[config.mk]
export PLATFORM = sky130hd
export DESIGN_NAME = irq_controller
export DESIGN_NICKNAME = d
export VERILOG_FILES = /design/src/rtl/irq_controller.sv
export SDC_FILE = /design/constraint.sdc
export NUM_CORES = 1
export LEC_CHECK = 0
export BUFFER_PORTS_ARGS = -buffer_cell sky130_fd_sc_hd__buf_2
export CAP_MARGIN = 25
export CORE_MARGIN = 2
export CORE_UTILIZATION = 44
export DETAILED_ROUTE_END_ITERATION = 16
export PLACE_DENSITY = 0.66
export SYNTH_ARGS = -nofsm -noshare
export SYNTH_HDL_FRONTEND = slang
export SYNTH_HIERARCHICAL = 1
export SYNTH_SLANG_ARGS = --single-unit
[constraint.sdc]
create_clock -name clk -period 2.7 [get_ports clk]
set_input_delay 0.405 -clock clk [delete_from_list [all_inputs] [get_ports clk]]
set_output_delay 0.405 -clock clk [all_outputs]
set_load 0.03 [all_outputs]
[src/rtl/irq_controller.sv]
// irq_controller -- prioritised 68000 interrupt controller for the fx68k bus.
//
// Seven sources, each synchronised and edge- or level-qualified, feed a
// PENDING register. Enabled pending sources are priority-encoded onto the
// active-low IPL lines. CPU interrupt-acknowledge cycles are answered with
// an autovector (VPA) request, and a small register bank gives the CPU
// access to the pending, enable, edge and status state.
//
// Ports:
//   clk, reset      system clock, synchronous active-high reset
//   src[6:0]        raw interrupt sources, src[i] is priority level i+1
//   cs, wr, address register bank select, byte strobes {upper,lower}, word index
//   din, dout       register write data / combinational read data
//   cpu_fc          CPU function code (3'b111 marks an IACK cycle)
//   cpu_as_n        CPU address strobe
//   cpu_lvl         level being acknowledged (cpu_addr[3:1])
//   ipl_n           encoded active-low interrupt priority level
//   vpa_n           active-low autovector request

// Per-source slice: synchroniser, edge detector and pending flop.
// Ports:
//   src        raw asynchronous input
//   edge_mode  1 = rising-edge latched, 0 = level (pending follows input)
//   set_force  software set (edge mode only)
//   clr        W1C / IACK clear; a same-cycle set wins
//   pending    pending view for this source
module irq_src #(
  parameter int SYNC_STAGES = 2
) (
  input  logic clk,
  input  logic reset,
  input  logic src,
  input  logic edge_mode,
  input  logic set_force,
  input  logic clr,
  output logic pending
);

  logic [SYNC_STAGES-1:0] sync;
  logic                   s;
  logic                   s_prev;
  logic                   rise;
  logic                   pend_q;
  logic                   pend_next;

  assign s    = sync[SYNC_STAGES-1];
  assign rise = s & ~s_prev;

  // Latched bit is held at 0 in level mode so stale state cannot surface
  // when the source is later switched to edge mode.
  always_comb begin
    pend_next = pend_q;
    if (!edge_mode)
      pend_next = 1'b0;
    else if (rise || set_force)
      pend_next = 1'b1;
    else if (clr)
      pend_next = 1'b0;
  end

  always_ff @(posedge clk) begin
    if (reset) begin
      sync   <= '0;
      s_prev <= 1'b0;
      pend_q <= 1'b0;
    end else begin
      sync[0] <= src;
      for (int i = 1; i < SYNC_STAGES; i++)
        sync[i] <= sync[i-1];
      s_prev <= s;
      pend_q <= pend_next;
    end
  end

  // Level-mode sources are seen straight from the synchroniser, which saves
  // a cycle of latency on both assertion and release.
  assign pending = edge_mode ? pend_q : s;

endmodule

module irq_controller #(
  parameter int         SYNC_STAGES  = 2,
  parameter logic [6:0] ENABLE_RESET = 7'h00,
  parameter logic [6:0] EDGE_RESET   = 7'h7F
) (
  input  logic        clk,
  input  logic        reset,
  input  logic [6:0]  src,
  input  logic        cs,
  input  logic [1:0]  wr,
  input  logic [2:0]  address,
  input  logic [15:0] din,
  output logic [15:0] dout,
  input  logic [2:0]  cpu_fc,
  input  logic        cpu_as_n,
  input  logic [2:0]  cpu_lvl,
  output logic [2:0]  ipl_n,
  output logic        vpa_n
);

  localparam int NUM_SRC = 7;

  localparam logic [1:0] IDLE = 2'd0;
  localparam logic [1:0] ACK  = 2'd1;
  localparam logic [1:0] HOLD = 2'd2;

  localparam logic [2:0] REG_PENDING = 3'd0;
  localparam logic [2:0] REG_ENABLE  = 3'd1;
  localparam logic [2:0] REG_EDGE    = 3'd2;
  localparam logic [2:0] REG_FORCE   = 3'd3;
  localparam logic [2:0] REG_STATUS  = 3'd4;
  localparam logic [2:0] REG_SPURCLR = 3'd5;

  logic [NUM_SRC-1:0] enable;
  logic [NUM_SRC-1:0] edge_mode;
  logic [NUM_SRC-1:0] pending;
  logic [NUM_SRC-1:0] active;
  logic [NUM_SRC-1:0] w1c;
  logic [NUM_SRC-1:0] force_set;
  logic [NUM_SRC-1:0] iack_clr;
  logic [NUM_SRC-1:0] clr;
  logic [NUM_SRC-1:0] ack_sel;
  logic [7:0]         lvl_dec;
  logic [2:0]         target;
  logic [2:0]         last_ack;
  logic [7:0]         spurious;
  logic [1:0]         state;
  logic               reg_wr;
  logic               iack_start;
  logic               in_ack;
  logic               ack_hit;
  logic               unused_bits;

  // Only the low byte carries state; the rest of the bus is ignored.
  assign unused_bits = ^{wr[1], din[15:7], lvl_dec[0]};

  assign reg_wr     = cs & wr[0];
  assign w1c        = (reg_wr && address == REG_PENDING) ? din[6:0] : '0;
  assign force_set  = (reg_wr && address == REG_FORCE)   ? din[6:0] : '0;

  assign iack_start = (state == IDLE) && !cpu_as_n && (cpu_fc == 3'b111);
  assign in_ack     = (state == ACK);

  // One-hot of the acknowledged level; level 0 decodes to no source, so it
  // always counts as spurious.
  assign lvl_dec  = 8'd1 << cpu_lvl;
  assign ack_sel  = lvl_dec[7:1];
  assign ack_hit  = |(ack_sel & pending);
  assign iack_clr = in_ack ? (ack_sel & pending) : '0;
  assign clr      = w1c | iack_clr;

  for (genvar i = 0; i < NUM_SRC; i++) begin : g_src
    irq_src #(
      .SYNC_STAGES(SYNC_STAGES)
    ) u_src (
      .clk       (clk),
      .reset     (reset),
      .src       (src[i]),
      .edge_mode (edge_mode[i]),
      .set_force (force_set[i]),
      .clr       (clr[i]),
      .pending   (pending[i])
    );
  end

  assign active = pending & enable;

  // Ascending scan: the highest active source overwrites lower ones.
  always_comb begin
    target = 3'd0;
    for (int i = 0; i < NUM_SRC; i++)
      if (active[i])
        target = 3'(i + 1);
  end

  always_ff @(posedge clk) begin
    if (reset) begin
      enable    <= ENABLE_RESET;
      edge_mode <= EDGE_RESET;
      spurious  <= 8'h00;
      last_ack  <= 3'd0;
      state     <= IDLE;
      ipl_n     <= 3'b111;
      vpa_n     <= 1'b1;
    end else begin
      if (reg_wr) begin
        case (address)
          REG_ENABLE: enable    <= din[6:0];
          REG_EDGE:   edge_mode <= din[6:0];
          default: ;
        endcase
      end

      // A spurious ack in the same cycle as SPURCLR is still counted.
      if (in_ack && !ack_hit) begin
        if (spurious != 8'hFF)
          spurious <= spurious + 8'd1;
      end else if (reg_wr && address == REG_SPURCLR) begin
        spurious <= 8'h00;
      end

      case (state)
        IDLE: begin
          if (iack_start)
            state <= ACK;
        end
        ACK: begin
          last_ack <= cpu_lvl;
          vpa_n    <= 1'b0;
          state    <= HOLD;
        end
        HOLD: begin
          if (cpu_as_n) begin
            vpa_n <= 1'b1;
            state <= IDLE;
          end
        end
        default: state <= IDLE;
      endcase

      // IPL is frozen for the whole acknowledge so the CPU never sees a
      // lower level appear while it is still servicing the current one.
      if (state == IDLE && !iack_start)
        ipl_n <= ~target;
    end
  end

  always_comb begin
    dout = 16'h0000;
    case (address)
      REG_PENDING: dout = {9'd0, pending};
      REG_ENABLE:  dout = {9'd0, enable};
      REG_EDGE:    dout = {9'd0, edge_mode};
      REG_STATUS:  dout = {spurious, 1'b0, last_ack, 1'b0, target};
      default:     dout = 16'h0000;
    endcase
  end

endmodule

==> results of run 1 <==
metrics by stage:
step / utilization, % / instances / hold WS (ps)
finish: 54.4 / 460 / 265
global route: 54.4 / 460 / 248
CTS: 54.3 / 460 / 254
detailed placement: 51.0 / 444 / 422
global placement: 51.0 / 444 / 415
floorplan: - / 321 / 414
cells in the mapped netlist, types with 2 or more instances:
master | n | area (µm²)
nand3_1 | 4 | 20.0
a21oi_1 | 18 | 90.1
a32o_1 | 6 | 60.1
mux2i_1 | 18 | 180
a211oi_1 | 2 | 15.0
nor2b_1 | 47 | 294
o21ai_0 | 8 | 40.0
a31oi_1 | 2 | 12.5
a211oi_2 | 2 | 25.0
nor4_1 | 2 | 12.5
o21ai_1 | 3 | 15.0
nand2_1 | 23 | 86.3
a211o_1 | 10 | 87.6
buf_6 | 2 | 22.5
a22oi_1 | 3 | 22.5
o21bai_1 | 2 | 15.0
nand4b_1 | 2 | 17.5
nor3_1 | 4 | 20.0
buf_1 | 2 | 7.51
dfxtp_1 | 59 | 1180
mux2_2 | 7 | 78.8
clkbuf_1 | 5 | 18.8
o311a_1 | 7 | 70.1
a21oi_2 | 2 | 17.5
nand3b_1 | 4 | 30.0
nor2_1 | 27 | 101
inv_1 | 12 | 45.0
and2_1 | 15 | 93.8
a22o_1 | 2 | 17.5
nand4_1 | 2 | 12.5
flip-flops by register name, summed over array words and instances (netlist names):
name and count:
g_src.u_src/s_prev 7, ipl_n 3, g_src.u_src/pend_q 7, last_ack 3, edge_mode 7, enable 7, spurious 8, vpa_n 1
state 2, g_src.u_src/sync 14
worst register-to-register path, delay by kind of cell (launching register included):
family	cells	cell delay [ps]
AO/OA/AOI/OAI	3	900
multiplexers	3	950
flip-flops	1	370
logic make-up (layout without fill, tap and decap cells):
kind of cell,after synthesis,count (layout),synth area share [%]
DFF,59,59,40.8
buffers and inverters,22,84,3.51
AOI/OAI and AO/OA,71,71,18.4
muxes,26,26,9.48
other,1,1,0.130
and+or+nand+nor,141,141,27.2
adders and majority gates,1,1,0.433
area by class of cell:
| type | count | area [µm²] | area share (%) |
|---|---|---|---|
| clock buffers | 12 | 165 | 4.78 |
| clock inverters | 4 | 47.5 | 1.38 |
| inverters | 12 | 45.0 | 1.30 |
| multi-input cells | 240 | 1610 | 46.7 |
| flip-flops and latches | 59 | 1180 | 34.2 |
| well taps | 77 | 96.3 | 2.79 |
| repair buffers | 56 | 305 | 8.84 |
power by group:
part | switching [W] | total (W) | internal (W)
registers | 0.0000124 | 0.000909 | 0.000896
logic | 0.000111 | 0.000188 | 0.0000772
clock network | 0.000344 | 0.000842 | 0.000498
total | 0.000468 | 0.00194 | 0.00147
worst paths after layout:
path                               start                endpoint  cells past startpoint
setup / recovery            edge_mode[4]                 dout[1]                      7
hold / removal                    src[1]  g_src[1].u_src/sync[0]                      2
setup reg to reg            edge_mode[0]             spurious[3]                      6
hold reg to reg   g_src[0].u_src/sync[0]  g_src[0].u_src/sync[1]                      1
layer usage:
metal / track usage, % / routed length, µm / vias to the layer above / part of all wire (%)
met4: 7.50 / 108 / 0 / 1.6
li1: - / - / 1251 / -
met5: 0 / 0 / - / 0
met1: 26.8 / 3300 / 1145 / 49
met3: 7.20 / 427 / 11 / 6.3
met2: 30.2 / 2960 / 68 / 44
what timing repair did:
| item | CTS | global route |
|---|---|---|
| hold buffers | 0 | 0 |
| resized for setup | 0 | 1 |
| setup buffers | 0 | 0 |
| setup endpoints to repair | 0 | 1 |
==> results.ini, run 1 <==
[run_status]
outcome=finished clean

[logic_synthesis]
syn_inst=321
synth_nets=360
synth.distinct_cells=49
synth-edff-count=0
yosys_warnings=6
synth_area_per_cell_um2=9.01
synthArstFlopShare_pct=0
mappedNetlistArea_um2=2890
seq_area_frac_synth_pct=40.8
synth_ff_type=dfxtp_1
yosys_register_bits=59

[setup_path]
crit_type=flip-flop to output port
cp_data_required_time_ps=2300
path_cells=mux2_2, nand2_1, nand2_1, o21ai_0, a21oi_1, o21ai_0, buf_2
cp_top_family=compound AO/OA/AOI/OAI gates
regToRegSetupSlack_ps=340
crit_path_max_incr_delay_ps=420
crit_fanout=5
path_buf_inv=1
crit_path_top_delay_cell=mux2_2
cp-start-kind=flip-flop
crit_arrival_ps=2120
endpoint_kind=output port

[finish]
fill_cells=601
final_cell_mix=dfxtp_1 (59), nor2b_1 (47), buf_2 (46)
fin_nets=417
layout_commonest_cell=dfxtp_1
postLayoutCellArea_um2=3450
antennaDiodeCount=0
drive_above_1_share_pct=23.2
syn2layout_area_growth_pct=19.5

[placement]
place_congestion=0.848
dpl.hpwl_um=4810
dp_slack_ps=351
io_buffers=46
dpl_cell_area_um2=3240

[route]
drtIter0Drc=100
ant_nets=0
vias_per_cell=5.38
routedWlPerCell_um=14.8
drc=0
via_count=2475
totalWireLength_um=6800
drt_first_pass_iters=4

[sta]
tightest_slew_ps=585
setup_violations=0
rsz0062_at_grt=no
slew_headroom_pct=61.0
setup_tns_ps=0
fin_worst_skew_ps=4.54
setup_slack_ps=177
fin_crit_sh_pct=93.5
clock.fmax_mhz=396
drv_slew=0
layout_min_cycle_time_ps=2520
hold_violations=0

[power]
irDropWorstVdd_mv=0.393
p_total_w=0.00194
p_leak_nw=1.46
power_density_nw_per_um2=561

[clock_tree]
cts-buffers-inserted=9
clk_latency_ps=340
clkTransAtPathRegs_ps=70
ctsHtreeMaxLevel=3
clock-sinks=59
cts_tree=built
root_buffer=clkbuf_8
clock_path_buffers=2

[run]
drv_cap=0

[floorplan]
rows=29
die_h_um=85.1
die_w_um=85.1
ios=58
initial_core_util_pct=45.5
die-area_um2=7240
core_area_um2=6350

[global_route]
antenna_found_initial=0
grt_max_degree=29
grt_pass1_wl_um=11400
grt_pass1_vias=2365
gr-total-overflow=0
grt_usage_pct=20.2

[min_path]
hold_class=input port to flip-flop

No activity file was read; power rests on OpenSTA's default activity.
==> run 2, diff against run 1 <==
Settings changed: ABC_AREA set to 1.
==> results.ini, run 2 <==
[setup_path]
regToRegSetupSlack_ps=1000  ; +660 ps
crit_arrival_ps=2110  ; about the same
crit_type=flip-flop to output port
endpoint_kind=output port
crit_fanout=3  ; -2
r2r_end=spurious[2]
timing.rr.start=g_src[5].u_src/sync[1]
cp-start-kind=flip-flop
cp_data_required_time_ps=2300  ; about the same
rr_worst_depth=13  ; +7

[clock_tree]
holdBufCountCts=0  ; unchanged
cts_tree=built
cts-buffers-inserted=9  ; unchanged
clk_latency_ps=340  ; about the same
clkTransAtPathRegs_ps=70  ; about the same
clock-sinks=59  ; unchanged
cts_setup_buffers=0  ; unchanged
ctsHtreeMaxLevel=3  ; unchanged
root_buffer=clkbuf_8
clock_path_buffers=2  ; unchanged
postCtsResizedCells=0  ; unchanged

[route]
drc=0  ; unchanged
totalWireLength_um=6880  ; +1.1%
vias_per_cell=4.94  ; -8.2%
via_count=2825  ; +14%
drt_first_pass_iters=4  ; unchanged
ant_nets=0  ; unchanged
routedWlPerCell_um=12.0  ; -19%
drtIter0Drc=156  ; +56%

[sta]
setup_violations=0  ; unchanged
fin_crit_sh_pct=93.2  ; -0.23 points
fin_worst_skew_ps=8.47  ; +3.93 ps
tightest_slew_ps=830  ; +245 ps
hold_violations=0  ; unchanged
rsz0062_at_grt=no
slew_headroom_pct=44.4  ; -17 points
clock.fmax_mhz=397  ; +0.24%
layout_min_cycle_time_ps=2520  ; -6.13 ps
fin_hold_ws_ps=264  ; -0.962 ps
setup_tns_ps=0  ; unchanged
drv_slew=0  ; unchanged

[logic_synthesis]
synth_ff_type=dfxtp_1
synth.top_cell.area_share_pct=40.3  ; -0.52 points
synth.distinct_cells=33  ; -33%
yosys_register_bits=59  ; unchanged
synth_most_common_cell=nand2_1
synth_top_cells_by_area=dfxtp_1 (40%), nand2_1 (13%), inv_1 (12%)
syn_inst=439  ; +37%
synth_nets=478  ; +33%
synth-edff-count=0  ; unchanged
synth_top_area_cell=dfxtp_1
mappedNetlistArea_um2=2930  ; +1.3%
seq_area_frac_synth_pct=40.3  ; -0.52 points
yosys-top-cells-count=nand2_1 (98), inv_1 (90), nor2_1 (60), dfxtp_1 (59), nand3_1 (26)
synthArstFlopShare_pct=0  ; unchanged
yosys_warnings=6  ; unchanged
synth_area_per_cell_um2=6.67  ; -26%

[finish]
top_register=g_src.u_src/sync
drive_above_1_share_pct=18.0  ; -5.3 points
antennaDiodeCount=0  ; unchanged
final_core_util_pct=54.6  ; +0.24 points
layout_commonest_cell=nand2_1
largest_reg_flops=14  ; unchanged
final_cell_mix=nand2_1 (98), inv_1 (90), nor2_1 (60)
largest_registers=g_src.u_src/sync: 14 flops, spurious: 8 flops
fin_nets=529  ; +27%
syn2layout_area_growth_pct=19.1

[global_route]
grt_pass1_vias=2650  ; +12%
met2_usage_pct=33.2  ; +3.0 points
busiest_layer=met2
grt_util_met3_pct=3.56  ; -3.6 points
grt_max_degree=38  ; +31%
met1_usage_pct=24.9  ; -1.9 points
grt_pass1_wl_um=11600  ; +1.8%
antenna_found_initial=0  ; unchanged
gr-total-overflow=0  ; unchanged
grt_usage_pct=20.1  ; -0.062 points

[placement]
io_buffers=46  ; unchanged
dpl.hpwl_um=4890  ; +1.8%
place_congestion=0.844  ; -0.53%

[floorplan]
die-area_um2=7330  ; +1.2%
rows=29  ; unchanged
core_area_um2=6390  ; +0.57%
die_h_um=85.6  ; +0.62%
die_w_um=85.6  ; +0.62%
initial_core_util_pct=45.9  ; +0.33 points
ios=58  ; unchanged

[run]
drv_cap=0  ; unchanged

[min_path]
hold_class=input port to flip-flop
hold_end=g_src[2].u_src/sync[0]
worstHoldPathCells=3  ; +1
hold_start=src[2]

[power]
power_density_nw_per_um2=613  ; +9.2%
irDropWorstVdd_mv=0.336  ; -14%
p_leak_nw=1.74  ; +19%

[run_status]
outcome=finished clean

==> run 2: layout make-up <==
type | count | area [µm²]
Fill cell | 672 | 2900
Multi-Input combinational cell | 279 | 1360
Sequential cell | 59 | 1180
Inverter | 94 | 353
Timing Repair Buffer | 47 | 238
Clock buffer | 12 | 165
Tap cell | 77 | 96.3
Clock inverter | 4 | 95.1
==> run 2: cells by family (layout without fill, tap and decap cells) <==
logic type                 Yosys count  count (layout)  synth area share [%]
AOI/OAI and AO/OA                   60              60                  12.0
xor gates and xnor gates             2               2                 0.598
adders and majority gates            1               1                 0.427
buffers and inverters              101             157                  13.2
DFF                                 59              59                  40.3
other                                1               1                 0.128
and+or+nand+nor                    215             215                  33.4
==> run 2: worst max-delay path, cell delays in order (launching register included) <==
cell and delay [ps]:
dfxtp_1 330, inv_1 50, o21ai_0 290, nand2_1 130, nand3_1 90, nand2_1 60, nand2_1 50, nand2_1 40
a21boi_0 320, o21ai_0 190, buf_2 220
==> run 2: worst max path at each step <==
| stage | start | end | cells past startpoint |
|---|---|---|---|
| floorplan | edge_mode[1] | dout[0] | 8 |
| CTS | g_src[1].u_src/sync[1] | dout[0] | 10 |
| global route | g_src[1].u_src/sync[1] | dout[0] | 10 |
| global placement | g_src[1].u_src/sync[1] | dout[0] | 10 |
| finish | g_src[1].u_src/sync[1] | dout[0] | 10 |
| detailed placement | g_src[1].u_src/sync[1] | dout[0] | 10 |
==> run 2: power breakdown <==
| group | internal [W] | switching (W) |
|---|---|---|
| sequential | 0.000899 | 0.0000149 |
| combinational | 0.0000605 | 0.000123 |
| clock | 0.000687 | 0.000355 |
| total | 0.00165 | 0.000493 |
==> run 2: through the flow <==
stage	cell area (µm²)	cells	power, W	worst slack [ps]
after floorplan	2930	439	0.00105	732
final	3490	572	0.00214	183
after global placement	3230	556	0.00111	646
after detailed placement	3230	556	0.00112	590
after global routing	3490	572	0.00222	25.6
after CTS	3490	572	0.00216	194
==> run 2: layer usage <==
layer  wire length [µm]  vias to the layer above
met5                  0                        -
met4                137                        0
met3                363                       13
met2               3160                       70
met1               3220                     1282
li1                   -                     1460
